### src/rtl/translator_pkg.sv
// Shared translator types: page-number defaults, TLB FSM states and a
// onehot-to-index helper used by the TLB match logic.
package translator_pkg;
  localparam int DCP_PADDR         = 40;
  localparam int TLB_PAGE_OFFSET_W = 12;
  localparam int TLB_ENTRIES       = 8;
  localparam int OH_MAX            = 64;

  typedef logic [DCP_PADDR-TLB_PAGE_OFFSET_W-1:0] pn_t;

  typedef enum logic [1:0] {
    TLB_IDLE,
    TLB_PTW_REQ,
    TLB_PTW_WAIT,
    TLB_RESP
  } tlb_state_e;

  // OR of set-bit positions; exact for onehot inputs, callers truncate to IDX_W.
  function automatic logic [5:0] oh_to_idx(input logic [OH_MAX-1:0] oh);
    logic [5:0] idx;
    idx = '0;
    for (int i = 0; i < OH_MAX; i++)
      if (oh[i]) idx = idx | 6'(i);
    return idx;
  endfunction
endpackage

### src/rtl/cohort_tlb_victim.sv
// Victim picker: lowest free entry, otherwise the round-robin slot.
module cohort_tlb_victim
  import translator_pkg::*;
#(
  parameter  int ENTRIES = TLB_ENTRIES,
  localparam int IDX_W   = $clog2(ENTRIES)
) (
  input  logic [ENTRIES-1:0] valid,
  input  logic [IDX_W-1:0]   rr_ptr,
  output logic [IDX_W-1:0]   victim_idx,
  output logic               all_valid
);
  logic [IDX_W-1:0] free_idx;

  always_comb begin
    free_idx = '0;
    for (int i = ENTRIES-1; i >= 0; i--)
      if (!valid[i]) free_idx = IDX_W'(i);
    all_valid  = &valid;
    victim_idx = all_valid ? rr_ptr : free_idx;
  end
endmodule

### src/rtl/cohort_tlb.sv
// Fully-associative VPN->PPN cache with a single outstanding page-table walk,
// flush support and non-cached faults.
module cohort_tlb
  import translator_pkg::*;
#(
  parameter  int VADDR_W       = 39,
  parameter  int PADDR_W       = DCP_PADDR,
  parameter  int PAGE_OFFSET_W = TLB_PAGE_OFFSET_W,
  parameter  int ENTRIES       = TLB_ENTRIES,
  localparam int VPN_W         = VADDR_W - PAGE_OFFSET_W,
  localparam int PPN_W         = PADDR_W - PAGE_OFFSET_W,
  localparam int IDX_W         = $clog2(ENTRIES)
) (
  input  logic             clk_i,
  input  logic             rst_i,
  input  logic             flush_i,
  input  logic             lookup_valid_i,
  output logic             lookup_ready_o,
  input  logic [VPN_W-1:0] lookup_vpn_i,
  output logic             resp_valid_o,
  input  logic             resp_ready_i,
  output logic [PPN_W-1:0] resp_ppn_o,
  output logic             resp_fault_o,
  output logic             ptw_req_valid_o,
  input  logic             ptw_req_ready_i,
  output logic [VPN_W-1:0] ptw_req_vpn_o,
  input  logic             ptw_resp_valid_i,
  input  logic [PPN_W-1:0] ptw_resp_ppn_i,
  input  logic             ptw_resp_fault_i
);
  tlb_state_e                     state_q;
  logic [ENTRIES-1:0]             ent_vld;
  logic [ENTRIES-1:0][VPN_W-1:0]  ent_vpn;
  logic [ENTRIES-1:0][PPN_W-1:0]  ent_ppn;
  logic [IDX_W-1:0]               rr_q;
  logic [VPN_W-1:0]               vpn_q;
  logic [PPN_W-1:0]               ppn_q;
  logic                           fault_q;
  logic                           flushed_q;

  logic [ENTRIES-1:0] hit_vec, dup_vec;
  logic [IDX_W-1:0]   hit_idx, dup_idx, victim_idx, fill_idx;
  logic               all_valid, any_dup, fill, accept;

  // Lookup compares the live request VPN; fill compares the walked VPN.
  for (genvar g = 0; g < ENTRIES; g++) begin : g_cmp
    assign hit_vec[g] = ent_vld[g] && (ent_vpn[g] == lookup_vpn_i);
    assign dup_vec[g] = ent_vld[g] && (ent_vpn[g] == vpn_q);
  end

  assign hit_idx = IDX_W'(oh_to_idx(OH_MAX'(hit_vec)));
  assign dup_idx = IDX_W'(oh_to_idx(OH_MAX'(dup_vec)));
  assign any_dup = |dup_vec;

  cohort_tlb_victim #(.ENTRIES(ENTRIES)) u_victim (
    .valid      (ent_vld),
    .rr_ptr     (rr_q),
    .victim_idx (victim_idx),
    .all_valid  (all_valid)
  );

  assign fill_idx = any_dup ? dup_idx : victim_idx;
  // Flush in this cycle or earlier in the walk suppresses the install.
  assign fill = (state_q == TLB_PTW_WAIT) && ptw_resp_valid_i && !ptw_resp_fault_i
                && !flushed_q && !flush_i;

  assign lookup_ready_o  = (state_q == TLB_IDLE) && !flush_i && !rst_i;
  assign accept          = lookup_valid_i && lookup_ready_o;
  assign resp_valid_o    = (state_q == TLB_RESP);
  assign resp_ppn_o      = ppn_q;
  assign resp_fault_o    = fault_q;
  assign ptw_req_valid_o = (state_q == TLB_PTW_REQ);
  assign ptw_req_vpn_o   = vpn_q;

  always_ff @(posedge clk_i or posedge rst_i) begin
    if (rst_i) begin
      state_q   <= TLB_IDLE;
      ent_vld   <= '0;
      rr_q      <= '0;
      vpn_q     <= '0;
      ppn_q     <= '0;
      fault_q   <= 1'b0;
      flushed_q <= 1'b0;
    end else begin
      if (flush_i)   ent_vld <= '0;
      else if (fill) ent_vld[fill_idx] <= 1'b1;
      if (fill && !any_dup && all_valid) rr_q <= rr_q + 1'b1;

      case (state_q)
        TLB_IDLE: if (accept) begin
          vpn_q     <= lookup_vpn_i;
          flushed_q <= 1'b0;
          if (|hit_vec) begin
            ppn_q   <= ent_ppn[hit_idx];
            fault_q <= 1'b0;
            state_q <= TLB_RESP;
          end else begin
            state_q <= TLB_PTW_REQ;
          end
        end
        TLB_PTW_REQ: begin
          if (flush_i) flushed_q <= 1'b1;
          if (ptw_req_ready_i) state_q <= TLB_PTW_WAIT;
        end
        TLB_PTW_WAIT: begin
          if (flush_i) flushed_q <= 1'b1;
          if (ptw_resp_valid_i) begin
            ppn_q   <= ptw_resp_ppn_i;
            fault_q <= ptw_resp_fault_i;
            state_q <= TLB_RESP;
          end
        end
        TLB_RESP: if (resp_ready_i) state_q <= TLB_IDLE;
        default:  state_q <= TLB_IDLE;
      endcase
    end
  end

  always_ff @(posedge clk_i) begin
    if (fill) begin
      ent_vpn[fill_idx] <= vpn_q;
      ent_ppn[fill_idx] <= ptw_resp_ppn_i;
    end
  end

  a_onehot_hit: assert property (@(posedge clk_i) disable iff (rst_i) $onehot0(hit_vec));
  a_onehot_dup: assert property (@(posedge clk_i) disable iff (rst_i) $onehot0(dup_vec));
  a_ptw_resp:   assert property (@(posedge clk_i) disable iff (rst_i)
                                 ptw_resp_valid_i |-> state_q == TLB_PTW_WAIT);
endmodule

### config.mk
export PLATFORM = sky130hd
export DESIGN_NAME = cohort_tlb
export DESIGN_NICKNAME = d
export VERILOG_FILES = /design/src/rtl/translator_pkg.sv /design/src/rtl/cohort_tlb_victim.sv /design/src/rtl/cohort_tlb.sv
export SDC_FILE = /design/constraint.sdc
export NUM_CORES = 1
export LEC_CHECK = 0
export ABC_AREA = 1
export BUFFER_PORTS_ARGS = -buffer_cell sky130_fd_sc_hd__buf_2
export CELL_PAD_IN_SITES_DETAIL_PLACEMENT = 2
export CELL_PAD_IN_SITES_GLOBAL_PLACEMENT = 2
export CORE_MARGIN = 10
export CORE_UTILIZATION = 43
export CTS_CLUSTER_DIAMETER = 150
export DETAILED_ROUTE_END_ITERATION = 10
export PLACE_DENSITY_LB_ADDON = 0.1
export SETUP_SLACK_MARGIN = 0.3
export SYNTH_ARGS = -nofsm -noshare
export SYNTH_HDL_FRONTEND = slang
export SYNTH_HIERARCHICAL = 1
export SYNTH_SLANG_ARGS = --single-unit
### constraint.sdc
create_clock -name clk_i -period 11.9 [get_ports clk_i]
set_clock_uncertainty 0.15 [all_clocks]
set_input_delay 3.57 -clock clk_i [delete_from_list [all_inputs] [get_ports clk_i]]
set_output_delay 3.57 -clock clk_i [all_outputs]
set_load 0.1 [all_outputs]
**Yosys cells after proc, flatten, opt, wreduce, memory -nomap -nowiden**

Index checks and enable logic that the tools add are counted.

- Output and inout bits: 59
- Register bits after elaboration: 510

- Order comparisons: 3
- Equal/unequal tests: 25
- Bitwise operators: 1
- Muxes and demuxes: 53
- $add $sub $neg: 1
- Reduce and logical (&&, ||, !) cells: 43

Operator list:

| operator | number |
|---|---|
| 27-bit == test | 16 |
| 224-bit bitwise mux | 1 |
| 216-bit bitwise mux | 1 |
| 28-bit 2-to-1 mux | 5 |
| 28-bit binary-select mux with 3-bit select | 1 |
| 28-bit demux with 3-bit select | 1 |
| 27-bit demux with 3-bit select | 1 |
| 28-bit one-hot mux with 2 select lines | 1 |
| 3-bit 2-to-1 mux | 18 |
| 27-bit 2-to-1 mux | 1 |
| 1-bit logical AND | 26 |
| 2-bit 2-to-1 mux | 9 |
| 8-bit 2-to-1 mux | 2 |
| 8-bit OR reduction | 2 |
| 3-bit by 4-bit < comparator with 1-bit output (second input constant) | 2 |
| 1-bit 2-to-1 mux | 8 |
| 2-bit by 1-bit != test with 1-bit output (second input constant) | 4 |
| 8-bit OR | 1 |
| 2-bit one-hot mux with 4 select lines | 1 |
| 4-bit AND reduction | 2 |
| 8-bit AND reduction | 1 |
| 2-bit nonzero test | 3 |
| 1-bit zero test | 5 |
| 2-bit == test (second input constant) | 2 |
| other kinds (10) | 12 |

**Depth between registers and ports, before layout**

- Depth in word-level cells: 17
- Depth in mapped cells: 19
- Mapped depth without buffers: 16

**Modules after synthesis**

The synthesis kept the hierarchy.

By module, submodules not included:

| module | sequential area each (sq um) | area each (sq um) | times used | cells each |
|---|---|---|---|---|
| cohort_tlb | 14964.4 | 24886.4 | 1 | 2649 |
| cohort_tlb_victim | 0.0 | 112.6 | 1 | 24 |

**Worst setup path before layout**

Ideal clock, no wire load.

- Path kind: input -> output
- Start: input port flush_i
- End: output port lookup_ready_o
- Arrival time: 5.716 ns
- Path buffers: 0
- Setup slack: 2.464 ns
- Cell stages on the path: 1
- Cell sequence: nor3_1

- Word-level cells in the longest chain between the ends: 3

Ends and longest elaborated chain:

| element | RTL line | source |
|---|---|---|
| from (decl) | cohort_tlb.sv:16 | `input logic flush_i,` |
| 1-bit zero test | cohort_tlb.sv:67 | `assign lookup_ready_o = (state_q == TLB_IDLE) && !flush_i && !rst_i;` |
| 1-bit logical AND (2 in series) | cohort_tlb.sv:67 |  |
| to (decl) | cohort_tlb.sv:18 | `output logic lookup_ready_o,` |

No other way between the ends.

**Final worst setup path**

Same ends and word-level chain as after synthesis.

==> impl_results.md <==
- Die span in x: approximately 260 µm
- Fillers: just over 6000
- Max IR drop VDD: approximately 210 µV
- Die Ht: about 260 µm
- Hold-fix buffers, CTS: 0
- Cts bufs inserted: 57
- Area growth, synth to finish: 12.4%
- H-Tree Depth: 2
- Worst-skew pair later-pin latency: approximately 0.64 ns
- Drt first pass iters: 5
- Synthesized area: between 20000 and 25000 µm²
- Endpoints failing hold: 0
- Sw Share: between 40% and 50%
- Clk buf depth: 3
- Data arrival, critical path: about 4.6 ns
- Most common cell in the synthesized netlist: nand2_1
- Worst path max stage delay: roughly 0.50 ns
- Buffers on Ports: 121
- Slew HR: between 20% and 30%
- Via count: about 22000
- CTS sink count: 510
- Tot GR Track Use: between 30% and 40%
- Worst R2R Setup Slack: between 6 and 7 ns
- Post-route setup TNS: 0 ns
- Layout cell share with drive strength beyond 1: between 10% and 20%
- Area contributors post-synth: edfxtp_1 (53%), nand2_1 (12%), dfrtp_1 (7.0%)
- Critical path class: in2out
- Nets@finish: ~2800
- Seq cells post-synth: 510
- Total power: around 6300 µW
- Most frequent CP cell: buf_2
- GRT overflow: 0
- Top Family by Delay on Critical Path: buffers and inverters
- RSZ-0062 raised after global routing: false
- Actual slew at the worst max-slew pin: between 1 and 1.5 ns
- Tmin final: 8.27 ns
- Final period utilization: a little over two thirds
- Max Fclk: between 0.1 and 0.15 GHz
- Post-synthesis cell count: 2673
- Io pins: around 120
- DRT iter0 DRCs: ~2000
- Comb pwr share: a little over a third
- Initial antenna violation count: 4
- Worst Path Max Fanout: 5
- Pint: ~3600 µW
- CP Buf/Inv Count: 2
- Ys Warns: 6
- WL/cell: roughly 32 µm
- LEAKAGE: around 0.011 µW
- Async SR Flop Fraction: roughly 14%
- Post-DP Area: between 20000 and 30000 µm²
- Drt via density: around 6
- Post-CTS Repair Setup Buffers: 0
- Clock power share: around 28%
- Initial core utilization: a little over two fifths
- Distinct cell type count after synthesis: 40
- Antenna Nets Post-Route: 0
- Vias in the first global route: 23779
- Die outline area: between 60000 and 70000 µm²
- Area leader, netlist: edfxtp_1
- Post_cts resized: 0
- Final setup fails: 0
- Worst hold path type: reg2reg
- First-pass GRT wire length: ~170 mm
- Cell Chain, Critical Path: buf_2 -> nor3_1 -> buf_2
- Sequential share of power: 35.6%
- Root Buffer: clkbuf_16
- DRC viols: 0
- Worst path slowest cell: buf_2
- Top cells by count, synth: nand2_1 (809), edfxtp_1 (440), nand3_1 (347), inv_1 (214), nor2_1 (202)
- Largest net degree at the start of global routing: between 80 and 90
- Placer Congestion: roughly 0.97
- Cell row count: 88
- Sequential share of the synthesized area: around three fifths
- Reported net switching power: ~2800 µW
- Pwr Density: around 220 nW/µm²
- CTS clock-pin slew for the worst setup and hold paths: 0.06 ns
- Max-slew violations: 0
- MaxCap Viol Count: 0
- Post-synth top flop: edfxtp_1
- Worst path required time: between 8 and 9 ns
- HPWL after DPL: between 70 and 80 mm
- Worst Setup Start Kind: input pin
- Syn_area_per_cell: between 9 and 10 µm²
- TritonCTS clock tree: built
- Synth top area share: between 50 and 60%
- WHS: 0.327 ns
- EDFF count, synth: 440
- Placeable Area: approximately 58000 µm²
- Crit end category: output port
- Syn_nets: approximately 2700
- Status: finished, final reports clean
- DRT Wirelength: about 120 mm
- Final Cell Area: 28100 µm²
per-stage QoR:
step	setup WS, ns	cells	utilization, %
after floorplan	2.46	2673	-
after global placement	3.67	3479	45.6
after detailed placement	3.61	3479	45.6
after CTS	3.60	3586	48.8
after global routing	3.55	3586	48.8
final	3.63	3587	48.8
power by group through the flow:
stage                     Combinational, µW  Sequential (µW)  Clock [µW]
after floorplan                         749             2940           0
after global placement                 2190             2270           0
after detailed placement               2250             2280           0
after CTS                              2270             2240        1780
after global routing                   2380             2250        1860
final                                  2300             2250        1770
registers in the layout, summed over array words and instances, names as in the netlist:
| name | flops |
|---|---|
| state_q | 2 |
| flushed_q | 1 |
| ent_vpn | 216 |
| ent_ppn | 224 |
| resp_fault_o | 1 |
| resp_ppn_o | 28 |
| rr_q | 3 |
| ptw_req_vpn_o | 27 |
| ent_vld | 8 |
worst min-delay path, cell delays in order, from the launching register on:
cell and delay, ns:
dfrtp_1 0.35, nand2_1 0.06, nand2_1 0.05
path summary, 6_finish.rpt:
| kind | cells after the start | startpoint | to |
|---|---|---|---|
| min | 2 | resp_fault_o | resp_fault_o |
| max reg2reg | 13 | ptw_req_vpn_o[9] | ent_ppn[33] |
| max in group asynchronous | 3 | rst_i | ptw_req_vpn_o[21] |
| min in group asynchronous | 2 | rst_i | ent_vld[0] |
| max | 3 | flush_i | lookup_ready_o |
| min reg2reg | 2 | resp_fault_o | resp_fault_o |
cells by family (layout without fill, tap and decap cells):
logic type                 Yosys count  after routing  synth area share, %
and+or+nand+nor                   1490           1490                 25.3
DFF                                510            510                 59.9
buffers and inverters              368            516                 6.35
AOI/OAI and AO/OA                  202            202                 4.77
xor gates and xnor gates            97             97                 3.40
adders and majority gates            6              6                0.300
other                                0              1                    0
cell usage in the layout (no fill, tap or decap), drive strengths merged, types with 2 or more instances in the layout:
| cell type | count |
|---|---|
| nand2 | 812 |
| edfxtp | 440 |
| nand3 | 349 |
| inv | 237 |
| nor2 | 210 |
| buf | 166 |
| o22ai | 94 |
| clkbuf | 81 |
| o21ai | 75 |
| xnor2 | 72 |
| dfrtp | 70 |
| nand4 | 62 |
| nor3 | 47 |
| clkinv | 28 |
| xor2 | 25 |
| a21oi | 13 |
| o211ai | 7 |
| ha | 6 |
| or2 | 6 |
| o221ai | 4 |
| o2111ai | 4 |
| bufinv | 3 |
| nand3b | 2 |
| o21bai | 2 |
per-layer routing:
layer | GRT usage, % | share of wire [%] | vias up | routed length [µm]
met1 | 39.5 | 37 | 11338 | 43300
met2 | 57.3 | 49 | 941 | 56400
li1 | - | - | 9236 | -
met3 | 4.83 | 6.5 | 325 | 7510
met4 | 21.9 | 7.2 | 8 | 8360
met5 | 0 | 0.033 | - | 38
layout make-up:
| type | count | area [µm²] | share of cell area (%) |
|---|---|---|---|
| diodes | 1 | 2.50 | 0.00891 |
| clock buffers | 81 | 1600 | 5.68 |
| clock inverters | 26 | 231 | 0.824 |
| inverters | 243 | 915 | 3.26 |
| multi-input cells | 1795 | 8480 | 30.2 |
| flip-flops and latches | 510 | 15000 | 53.3 |
| well taps | 765 | 957 | 3.41 |
| repair buffers | 166 | 943 | 3.36 |
No activity file was read; power rests on OpenSTA's default activity.
